===== src/rtl/reg_bank8.sv =====
// Eight-entry register bank with two registered read ports and a sequenced clear.
// Optional macro REG_BANK8_BYPASS_EN forwards same-edge write data to the read ports.
module reg_bank8 #(
  parameter int WIDTH = 16
) (
  input  logic             clock,
  input  logic             reset,
  input  logic             load,
  input  logic [2:0]       waddr,
  input  logic [WIDTH-1:0] in,
  input  logic             clr,
  input  logic [2:0]       raddr_a,
  input  logic [2:0]       raddr_b,
  output logic [WIDTH-1:0] out_a,
  output logic [WIDTH-1:0] out_b,
  output logic             busy
);

  typedef enum logic {IDLE, CLEAR} state_t;

  state_t           state, state_nxt;
  logic [2:0]       cnt, cnt_nxt;
  logic             wr_en;
  logic [WIDTH-1:0] regs [8];
  logic [WIDTH-1:0] rd_a, rd_b;

  // NOTE: every output of this block gets a default first so no latch is inferred.
  always_comb begin
    state_nxt = state;
    cnt_nxt   = cnt;
    busy      = 1'b0;
    wr_en     = 1'b0;
    case (state)
      IDLE: begin
        if (clr) begin
          state_nxt = CLEAR;
          cnt_nxt   = 3'd0;
        end else begin
          wr_en = load;
        end
      end
      CLEAR: begin
        busy    = 1'b1;
        cnt_nxt = cnt + 3'd1;
        if (cnt == 3'd7) state_nxt = IDLE;
      end
      default: state_nxt = IDLE;
    endcase
  end

  // NOTE: state registers use non-blocking assignments so all flops update together.
  always_ff @(posedge clock or posedge reset) begin
    if (reset) begin
      state <= IDLE;
      cnt   <= 3'd0;
    end else begin
      state <= state_nxt;
      cnt   <= cnt_nxt;
    end
  end

  // NOTE: the array is small flops, not a RAM, so it can and must reset to zero.
  always_ff @(posedge clock or posedge reset) begin
    if (reset) begin
      for (int i = 0; i < 8; i++) regs[i] <= '0;
    end else if (state == CLEAR) begin
      regs[cnt] <= '0;
    end else if (wr_en) begin
      regs[waddr] <= in;
    end
  end

`ifdef REG_BANK8_BYPASS_EN
  assign rd_a = (wr_en && waddr == raddr_a) ? in : regs[raddr_a];
  assign rd_b = (wr_en && waddr == raddr_b) ? in : regs[raddr_b];
`else
  assign rd_a = regs[raddr_a];
  assign rd_b = regs[raddr_b];
`endif

  always_ff @(posedge clock or posedge reset) begin
    if (reset) begin
      out_a <= '0;
      out_b <= '0;
    end else begin
      out_a <= rd_a;
      out_b <= rd_b;
    end
  end

endmodule


===== config.mk =====
export PLATFORM = sky130hd
export DESIGN_NAME = reg_bank8
export DESIGN_NICKNAME = d
export VERILOG_FILES = /design/src/rtl/reg_bank8.sv
export SDC_FILE = /design/constraint.sdc
export NUM_CORES = 1
export LEC_CHECK = 0
export CAP_MARGIN = 0
export CORE_ASPECT_RATIO = 0.7
export CORE_MARGIN = 1
export CORE_UTILIZATION = 40
export CTS_CLUSTER_SIZE = 8
export DETAILED_ROUTE_END_ITERATION = 16
export GPL_TIMING_DRIVEN = 0
export PLACE_DENSITY_LB_ADDON = 0.12
export SLEW_MARGIN = 20
export SYNTH_ARGS = -nofsm -noshare
export SYNTH_HDL_FRONTEND = slang
export SYNTH_SLANG_ARGS = --single-unit

===== constraint.sdc =====
create_clock -name clock -period 5.1 [get_ports clock]
set_input_delay 1.02 -clock clock [delete_from_list [all_inputs] [get_ports clock]]
set_output_delay 1.02 -clock clock [all_outputs]
set_load 0.03 [all_outputs]

==> results of run 1 <==
report_power, final:
part           switching (mW)  internal (mW)  leakage, nW  total, mW
combinational           0.774          0.637         2.64       1.41
clock                   0.514          0.879        0.296       1.39
sequential              0.232           1.67         2.24       1.90
per-stage QoR:
| stage | hold slack [ns] | utilization (%) |
|---|---|---|
| global route | 0.554 | 48.8 |
| detailed placement | 0.529 | 45.7 |
| floorplan | 0.505 | - |
| global placement | 0.515 | 45.3 |
| finish | 0.538 | 48.8 |
| CTS | 0.540 | 48.8 |
cell families (layout without fill, tap and decap cells):
logic type / count (synthesis) / after routing
mux: 225 / 225
buf+inv: 65 / 156
compound gates: 3 / 3
flops: 164 / 164
simple gates: 150 / 150
fa+ha+maj: 2 / 2
sequential cells by signal (all words and copies together) (netlist names):
| name | flops |
|---|---|
| out_b | 16 |
| state | 1 |
| out_a | 16 |
| regs | 128 |
| cnt | 3 |
worst max path at each step:
stage               endpoint  slack (ns)  cells past startpoint
floorplan             cnt[0]        2.00                      1
global placement    regs[83]        0.62                      2
detailed placement  regs[18]        2.25                      6
CTS                 out_a[9]        2.62                      1
global route        out_b[9]        2.60                      1
finish              out_a[9]        2.64                      1
area by class of cell:
cell class | instances | area (µm²) | area share [%]
repair buffers | 60 | 651 | 6.42
clock buffers | 22 | 454 | 4.48
clock inverters | 9 | 178 | 1.75
inverters | 17 | 67.6 | 0.667
well taps | 276 | 345 | 3.41
flip-flops and latches | 164 | 4100 | 40.5
multi-input cells | 380 | 3960 | 39.1
plain buffers | 48 | 368 | 3.63
placed cells by master (no fill, tap or decap), types with 5 or more instances in the layout:
cell / n
buf_12: 6
buf_2: 13
buf_4: 5
buf_6: 18
bufinv_16: 5
clkbuf_1: 12
clkbuf_16: 17
clkdlybuf4s50_1: 55
dfrtp_1: 164
inv_1: 16
mux2_2: 33
mux2i_1: 128
mux4_1: 35
mux4_2: 29
nand2_1: 128
layer usage:
layer | vias to the layer above | GRT usage, % | routed length, µm
li1 | 2377 | - | -
met1 | 2918 | 34.0 | 10800
met2 | 157 | 34.4 | 10700
met3 | 14 | 5.59 | 1740
met4 | 0 | 5.82 | 244
met5 | - | 0 | 0
worst register-to-register path: cells and delay by family (launching register included):
kind                   cells  cell delay [ns]
buffers and inverters      3             1.02
flip-flops                 1             0.37
multiplexers               1             0.16
AND/OR/NAND/NOR            2             0.52
==> flow_results.xml, run 1 <==
<?xml version="1.0" encoding="UTF-8"?>
<metrics>
  <group name="run_status">
    <metric name="result_of_the_run" unit="">completed</metric>
  </group>
  <group name="synthesis">
    <metric name="synth.cell_area" unit="µm²">8500</metric>
    <metric name="synthXorXnorAreaFrac" unit="%">0</metric>
    <metric name="ys_ff_latch" unit="">164</metric>
    <metric name="fraction_of_synthesized_cell_area_taken_by_the_top_area_cell_type" unit="%">48.3</metric>
    <metric name="seq_area_frac_synth" unit="%">48.3</metric>
    <metric name="ys_flop_type" unit="">dfrtp_1</metric>
    <metric name="synth_adder_area_share" unit="%">0.295</metric>
    <metric name="synthDominantAreaCellType" unit="">dfrtp_1</metric>
    <metric name="area_fraction_in_compound_gates_after_synthesis" unit="%">0.265</metric>
    <metric name="ys_async_sr_fraction" unit="%">100</metric>
    <metric name="post_synth_and_or_nand_nor_area_fraction" unit="%">8.09</metric>
    <metric name="yosys_warning_count" unit="">0</metric>
    <metric name="netlist_instances" unit="">609</metric>
    <metric name="synth.mux.area_fraction" unit="%">38.0</metric>
    <metric name="yosysUniqueCellTypes" unit="">30</metric>
    <metric name="synth_area_leaders" unit="">dfrtp_1 48%, mux2i_1 15%, mux4_1 11%</metric>
    <metric name="synth_common_cells" unit="">164 x dfrtp_1, 128 x mux2i_1, 128 x nand2_1, 35 x mux4_1, 33 x mux2_2</metric>
    <metric name="synth_most_common_cell" unit="">dfrtp_1</metric>
    <metric name="synth_enable_flop_cells" unit="">0</metric>
    <metric name="synth_top_family_by_area" unit="">multiplexers</metric>
    <metric name="synth_nets" unit="">640</metric>
    <metric name="average_cell_area_after_synthesis" unit="µm²">14.0</metric>
  </group>
  <group name="critical_path">
    <metric name="worst_r2r_startpoint" unit="">state</metric>
    <metric name="cpMaxStageDelayCell" unit="">clkdlybuf4s50_1</metric>
    <metric name="worst_r2r_path_depth" unit="">6</metric>
    <metric name="worstReg2RegEnd" unit="">regs[21]</metric>
    <metric name="setup.worst_path.start" unit="">out_a[9]</metric>
    <metric name="critPathMaxStageDelay" unit="ns">0.68</metric>
    <metric name="cp_cell_sequence" unit="">clkdlybuf4s50_1</metric>
    <metric name="critical_path_peak_fanout" unit="">1</metric>
    <metric name="path_delay_family" unit="">buffers and inverters</metric>
    <metric name="rrSetupSlack" unit="ns">2.95</metric>
    <metric name="worstPathArrival" unit="ns">1.44</metric>
    <metric name="crit_type" unit="">register to output port</metric>
    <metric name="crit_required" unit="ns">4.08</metric>
    <metric name="wp_buf_inv" unit="">1</metric>
    <metric name="endpoint_kind" unit="">output port</metric>
    <metric name="start_kind" unit="">register</metric>
  </group>
  <group name="global_routing">
    <metric name="grt_antenna_before_repair" unit="">0</metric>
    <metric name="grtUsageTotal" unit="%">23.2</metric>
    <metric name="global_route_wire_length_before_repair" unit="µm">36300</metric>
    <metric name="overflow" unit="">0</metric>
    <metric name="first_global_vias" unit="">5824</metric>
    <metric name="grt_start_max_net_pins" unit="">35</metric>
  </group>
  <group name="clock_tree">
    <metric name="clk_latency" unit="ns">0.43</metric>
    <metric name="clockRootBuffer" unit="">clkbuf_16</metric>
    <metric name="cts_hold_buffers" unit="">0</metric>
    <metric name="clk_pin_slew_worst_paths" unit="ns">0.06</metric>
    <metric name="post-cts-setup-buffer-count" unit="">0</metric>
    <metric name="cts_max_path_buffers" unit="">2</metric>
    <metric name="cts_num_sinks" unit="">164</metric>
    <metric name="cts_tree" unit="">yes</metric>
    <metric name="post_cts_resized" unit="">0</metric>
    <metric name="numCtsBuffers" unit="">17</metric>
    <metric name="clock_tree.htree_level_count" unit="">4</metric>
  </group>
  <group name="sta">
    <metric name="report.final.hold_viol_count" unit="">0</metric>
    <metric name="timing.max_slew.rel_slack" unit="%">36.2</metric>
    <metric name="report.final.slew_viol_count" unit="">0</metric>
    <metric name="timing.final.crit_period" unit="ns">2.46</metric>
    <metric name="max_clock_freq" unit="MHz">406</metric>
    <metric name="worstMarginPinSlew" unit="ns">0.958</metric>
    <metric name="fin_worst_skew" unit="ns">0.0119</metric>
    <metric name="final_number_of_setup_violating_endpoints" unit="">0</metric>
    <metric name="setup_total_negative_slack" unit="ns">0</metric>
    <metric name="layout_worst_path_cycle_share" unit="%">48.3</metric>
    <metric name="fin_ws" unit="ns">2.64</metric>
    <metric name="grt_setup_unrepaired" unit="">false</metric>
  </group>
  <group name="drt">
    <metric name="dr.pass1.iters" unit="">4</metric>
    <metric name="wl_per_cell" unit="µm">24.0</metric>
    <metric name="vias_per_cell" unit="">5.60</metric>
    <metric name="post-route-drc-count" unit="">0</metric>
    <metric name="drt-initial-drc-count" unit="">389</metric>
    <metric name="antenna_left" unit="">0</metric>
    <metric name="final_routed_wirelength_across_all_metal_layers" unit="µm">23400</metric>
    <metric name="routed-via-count" unit="">5466</metric>
  </group>
  <group name="floorplan">
    <metric name="floorplan.die.height" unit="µm">124</metric>
    <metric name="fp.dieArea" unit="µm²">21800</metric>
    <metric name="start_util" unit="%">40.9</metric>
    <metric name="floorplan.core_area" unit="µm²">20800</metric>
    <metric name="fp-row-count" unit="">44</metric>
    <metric name="i_o_pin_count" unit="">62</metric>
    <metric name="dieWidth" unit="µm">176</metric>
  </group>
  <group name="placed_design">
    <metric name="place_congestion" unit="">0.802</metric>
    <metric name="io_buffers" unit="">55</metric>
    <metric name="place.detailed.instances" unit="">945</metric>
    <metric name="dpl_cell_area" unit="µm²">9500</metric>
    <metric name="hpwlAfterDp" unit="µm">15700</metric>
    <metric name="dp_worst_setup_slack" unit="ns">2.25</metric>
  </group>
  <group name="hold_path">
    <metric name="holdPathEnd" unit="">regs[66]</metric>
    <metric name="hold_path.class" unit="">register to register</metric>
    <metric name="instance_count_along_the_most_critical_hold_path" unit="">2</metric>
    <metric name="startpoint_of_the_worst_hold_path" unit="">regs[66]</metric>
  </group>
  <group name="pwr">
    <metric name="design_power_total" unit="mW">4.70</metric>
    <metric name="static-leakage-power" unit="nW">5.18</metric>
    <metric name="power.ir.vdd_worst" unit="mV">0.264</metric>
    <metric name="power_density" unit="nW/µm²">464</metric>
  </group>
  <group name="final_layout">
    <metric name="layout-drive-gt1-share" unit="%">20.4</metric>
    <metric name="nFillCells" unit="">1759</metric>
    <metric name="insertedDiodeCount" unit="">0</metric>
    <metric name="finalNetCount" unit="">719</metric>
    <metric name="final_cell_area" unit="µm²">10100</metric>
    <metric name="syn2layout_area_growth" unit="%">19.2</metric>
    <metric name="fin_cells" unit="">976</metric>
  </group>
  <group name="run">
    <metric name="timing.max_cap.violations" unit="">0</metric>
  </group>
</metrics>
Power figures use the tool's default switching activity.
==> run 2, diff against run 1 <==
Clock period 5.1 ns to 2.51 ns, I/O delays scaled along.
==> results of run 2 <==
Same layout as run 1 (identical final DEF). Status: completed.
Main changes from that run: setup slack after placement 2.25 ns -> 0.174 ns; clock-pin slew on the worst setup and hold paths 0.06 ns -> 0.07 ns; setup slack after layout 2.64 ns -> 0.355 ns; hold slack 0.538 ns -> 0.438 ns; start point of the critical path out_a[9] -> state; end point of the critical path out_a[9] -> regs[21]; register-to-register setup slack 2.95 ns -> 0.36 ns; total power 4.70 mW -> 9.55 mW; worst IR drop on VDD 0.264 mV -> 0.536 mV
==> run 3, diff against run 2 <==
Settings changed: CTS_BUF_LIST set to sky130_fd_sc_hd__clkbuf_4 sky130_fd_sc_hd__clkbuf_8.
==> run 3 against run 2 <==
  * Global-route usage fell by 0.15 points
  * Worst hold slack got worse by 0.034 ns
  * Worst setup slack got worse by 0.018 ns
  * Final area fell by 1.7%
  * Register-to-register slack got worse by 0.02 ns
  * Highest routed layer unchanged
  * Final cell count did not move
  * Maximum frequency fell by 0.83%
  * Die area did not move
  * Sequential power barely moved
  * Via count rose by 0.70%
  * Total power fell by 6.4%
  * Sequential cell count did not move
==> flow_results.xml, run 3 (same netlist as run 1, synthesis figures left out) <==
<?xml version="1.0" encoding="UTF-8"?>
<metrics>
  <group name="final_layout">
    <metric name="finalNetCount" unit="">719</metric>
    <metric name="registers.top_by_ff_count" unit="">regs</metric>
    <metric name="fin_cells" unit="">976</metric>
    <metric name="insertedDiodeCount" unit="">0</metric>
    <metric name="final_cell_area" unit="µm²">9950</metric>
    <metric name="most-common-layout-cells" unit="">164 x dfrtp_1, 128 x nand2_1, 128 x mux2i_1</metric>
    <metric name="syn2layout_area_growth" unit="%">17.1</metric>
    <metric name="biggestRegsByFlops" unit="">regs x128, out_a x16, out_b x16</metric>
    <metric name="utilization" unit="%">47.9</metric>
    <metric name="largest_register_ffs" unit="">128</metric>
    <metric name="layout-drive-gt1-share" unit="%">21.0</metric>
    <metric name="final_common_cell" unit="">dfrtp_1</metric>
  </group>
  <group name="critical_path">
    <metric name="rrSetupSlack" unit="ns">0.34</metric>
    <metric name="start_kind" unit="">register</metric>
    <metric name="crit_required" unit="ns">2.89</metric>
    <metric name="worst_r2r_startpoint" unit="">state</metric>
    <metric name="worstReg2RegEnd" unit="">regs[23]</metric>
    <metric name="setup.worst_path.start" unit="">state</metric>
    <metric name="cp_cell_sequence" unit="">buf_2 -&gt; buf_6 -&gt; nand4b_1 -&gt; clkbuf_1 -&gt; nand2_1 -&gt; mux2i_1</metric>
    <metric name="worst_r2r_path_depth" unit="">6</metric>
    <metric name="endpoint_kind" unit="">register</metric>
    <metric name="critPathMaxStageDelay" unit="ns">0.69</metric>
    <metric name="worstSetupEndpoint" unit="">regs[23]</metric>
    <metric name="critical_path_peak_fanout" unit="">10</metric>
    <metric name="cpMaxStageDelayCell" unit="">clkbuf_1</metric>
    <metric name="crit_type" unit="">register to register</metric>
    <metric name="worstPathArrival" unit="ns">2.56</metric>
  </group>
  <group name="placed_design">
    <metric name="place_congestion" unit="">0.802</metric>
    <metric name="dpl_cell_area" unit="µm²">9500</metric>
    <metric name="dp_worst_setup_slack" unit="ns">0.174</metric>
    <metric name="place.detailed.instances" unit="">945</metric>
    <metric name="hpwlAfterDp" unit="µm">15700</metric>
    <metric name="io_buffers" unit="">55</metric>
  </group>
  <group name="drt">
    <metric name="wl_met2" unit="µm">10400</metric>
    <metric name="detailed_routed_wire_length_on_met3" unit="µm">1110</metric>
    <metric name="post-route-drc-count" unit="">0</metric>
    <metric name="m1WireLength" unit="µm">11300</metric>
    <metric name="routed-via-count" unit="">5504</metric>
    <metric name="antenna_left" unit="">0</metric>
    <metric name="routed.top_layer" unit="">met4</metric>
    <metric name="vias_per_cell" unit="">5.64</metric>
    <metric name="drt-initial-drc-count" unit="">324</metric>
    <metric name="wl_per_cell" unit="µm">23.7</metric>
    <metric name="dr.pass1.iters" unit="">5</metric>
    <metric name="final_routed_wirelength_across_all_metal_layers" unit="µm">23200</metric>
  </group>
  <group name="floorplan">
    <metric name="floorplan.core_area" unit="µm²">20800</metric>
    <metric name="start_util" unit="%">40.9</metric>
    <metric name="fp-row-count" unit="">44</metric>
    <metric name="floorplan.die.height" unit="µm">124</metric>
    <metric name="i_o_pin_count" unit="">62</metric>
    <metric name="dieWidth" unit="µm">176</metric>
    <metric name="fp.dieArea" unit="µm²">21800</metric>
  </group>
  <group name="sta">
    <metric name="report.final.hold_viol_count" unit="">0</metric>
    <metric name="worstMarginPinSlew" unit="ns">0.999</metric>
    <metric name="fin_worst_skew" unit="ns">0.0205</metric>
    <metric name="layout_worst_path_cycle_share" unit="%">86.6</metric>
    <metric name="setup_total_negative_slack" unit="ns">0</metric>
    <metric name="final_number_of_setup_violating_endpoints" unit="">0</metric>
    <metric name="timing.max_slew.rel_slack" unit="%">33.4</metric>
    <metric name="grt_setup_unrepaired" unit="">false</metric>
    <metric name="worst_hold_slack" unit="ns">0.403</metric>
    <metric name="timing.final.crit_period" unit="ns">2.17</metric>
    <metric name="max_clock_freq" unit="MHz">460</metric>
    <metric name="report.final.slew_viol_count" unit="">0</metric>
    <metric name="fin_ws" unit="ns">0.337</metric>
  </group>
  <group name="global_routing">
    <metric name="first_global_vias" unit="">5788</metric>
    <metric name="grt_antenna_before_repair" unit="">0</metric>
    <metric name="global_route_wire_length_before_repair" unit="µm">35900</metric>
    <metric name="overflow" unit="">0</metric>
    <metric name="grt_start_max_net_pins" unit="">35</metric>
    <metric name="grtUsageTotal" unit="%">23.0</metric>
  </group>
  <group name="clock_tree">
    <metric name="cts_hold_buffers" unit="">0</metric>
    <metric name="clock_tree.htree_level_count" unit="">4</metric>
    <metric name="post-cts-setup-buffer-count" unit="">0</metric>
    <metric name="numCtsBuffers" unit="">17</metric>
    <metric name="cts_tree" unit="">yes</metric>
    <metric name="clockRootBuffer" unit="">clkbuf_8</metric>
    <metric name="cts_num_sinks" unit="">164</metric>
    <metric name="clk_pin_slew_worst_paths" unit="ns">0.10</metric>
    <metric name="clk_latency" unit="ns">0.46</metric>
    <metric name="cts_max_path_buffers" unit="">2</metric>
    <metric name="post_cts_resized" unit="">0</metric>
  </group>
  <group name="run_status">
    <metric name="result_of_the_run" unit="">completed</metric>
  </group>
  <group name="hold_path">
    <metric name="hold_path.class" unit="">input pin to async pin</metric>
  </group>
  <group name="pwr">
    <metric name="power.ir.vdd_worst" unit="mV">0.398</metric>
    <metric name="static-leakage-power" unit="nW">5.11</metric>
    <metric name="power_density" unit="nW/µm²">898</metric>
    <metric name="design_power_total" unit="mW">8.94</metric>
  </group>
  <group name="run">
    <metric name="timing.max_cap.violations" unit="">0</metric>
  </group>
</metrics>
==> run 3: cell types whose count changed in the layout (fill, tap and decap cells not counted) <==
| cell | previous run | this run |
|---|---|---|
| clkbuf_4 | 0 | 4 |
| clkbuf_1 | 12 | 8 |
| clkbuf_16 | 17 | 0 |
| clkbuf_8 | 1 | 18 |
==> run 3: worst min-delay path by stage <==
stage | cells past startpoint | start | endpoint | slack (ns)
3_3_place_gp | 2 | regs[71] | regs[71] | 0.52
6_report | 2 | reset | regs[124] | 0.40
5_1_grt | 2 | reset | regs[124] | 0.41
2_1_floorplan | 2 | regs[64] | regs[64] | 0.50
4_1_cts | 2 | reset | regs[124] | 0.39
3_5_place_dp | 2 | regs[5] | regs[5] | 0.53
==> run 3: worst max-delay path: cells and delay by family (launching register included) <==
family                 cells  cell delay, ns
flip-flops                 1            0.38
multiplexers               1            0.15
buffers and inverters      3            1.03
AND/OR/NAND/NOR            2            0.52
==> run 3: final cells by class <==
cell class,instances,area (µm²)
Fill cell,1789,10800
Sequential cell,164,4100
Multi-Input combinational cell,380,3960
Timing Repair Buffer,60,651
Buffer,48,368
Tap cell,276,345
Clock buffer,22,278
Clock inverter,9,178
Inverter,17,67.6
==> run 3: layer usage <==
metal  GRT usage (%)  up-vias
met5               0        -
met4            5.98        0
met3            5.49       23
met2            34.1      138
met1            33.8     2959
li1                -     2384
==> run 3: where the power goes <==
| part | total (mW) | leakage [nW] | internal, mW | switching, mW |
|---|---|---|---|---|
| Sequential | 3.85 | 2.24 | 3.38 | 0.468 |
| Combinational | 2.87 | 2.64 | 1.29 | 1.57 |
| Clock | 2.23 | 0.223 | 1.25 | 0.978 |
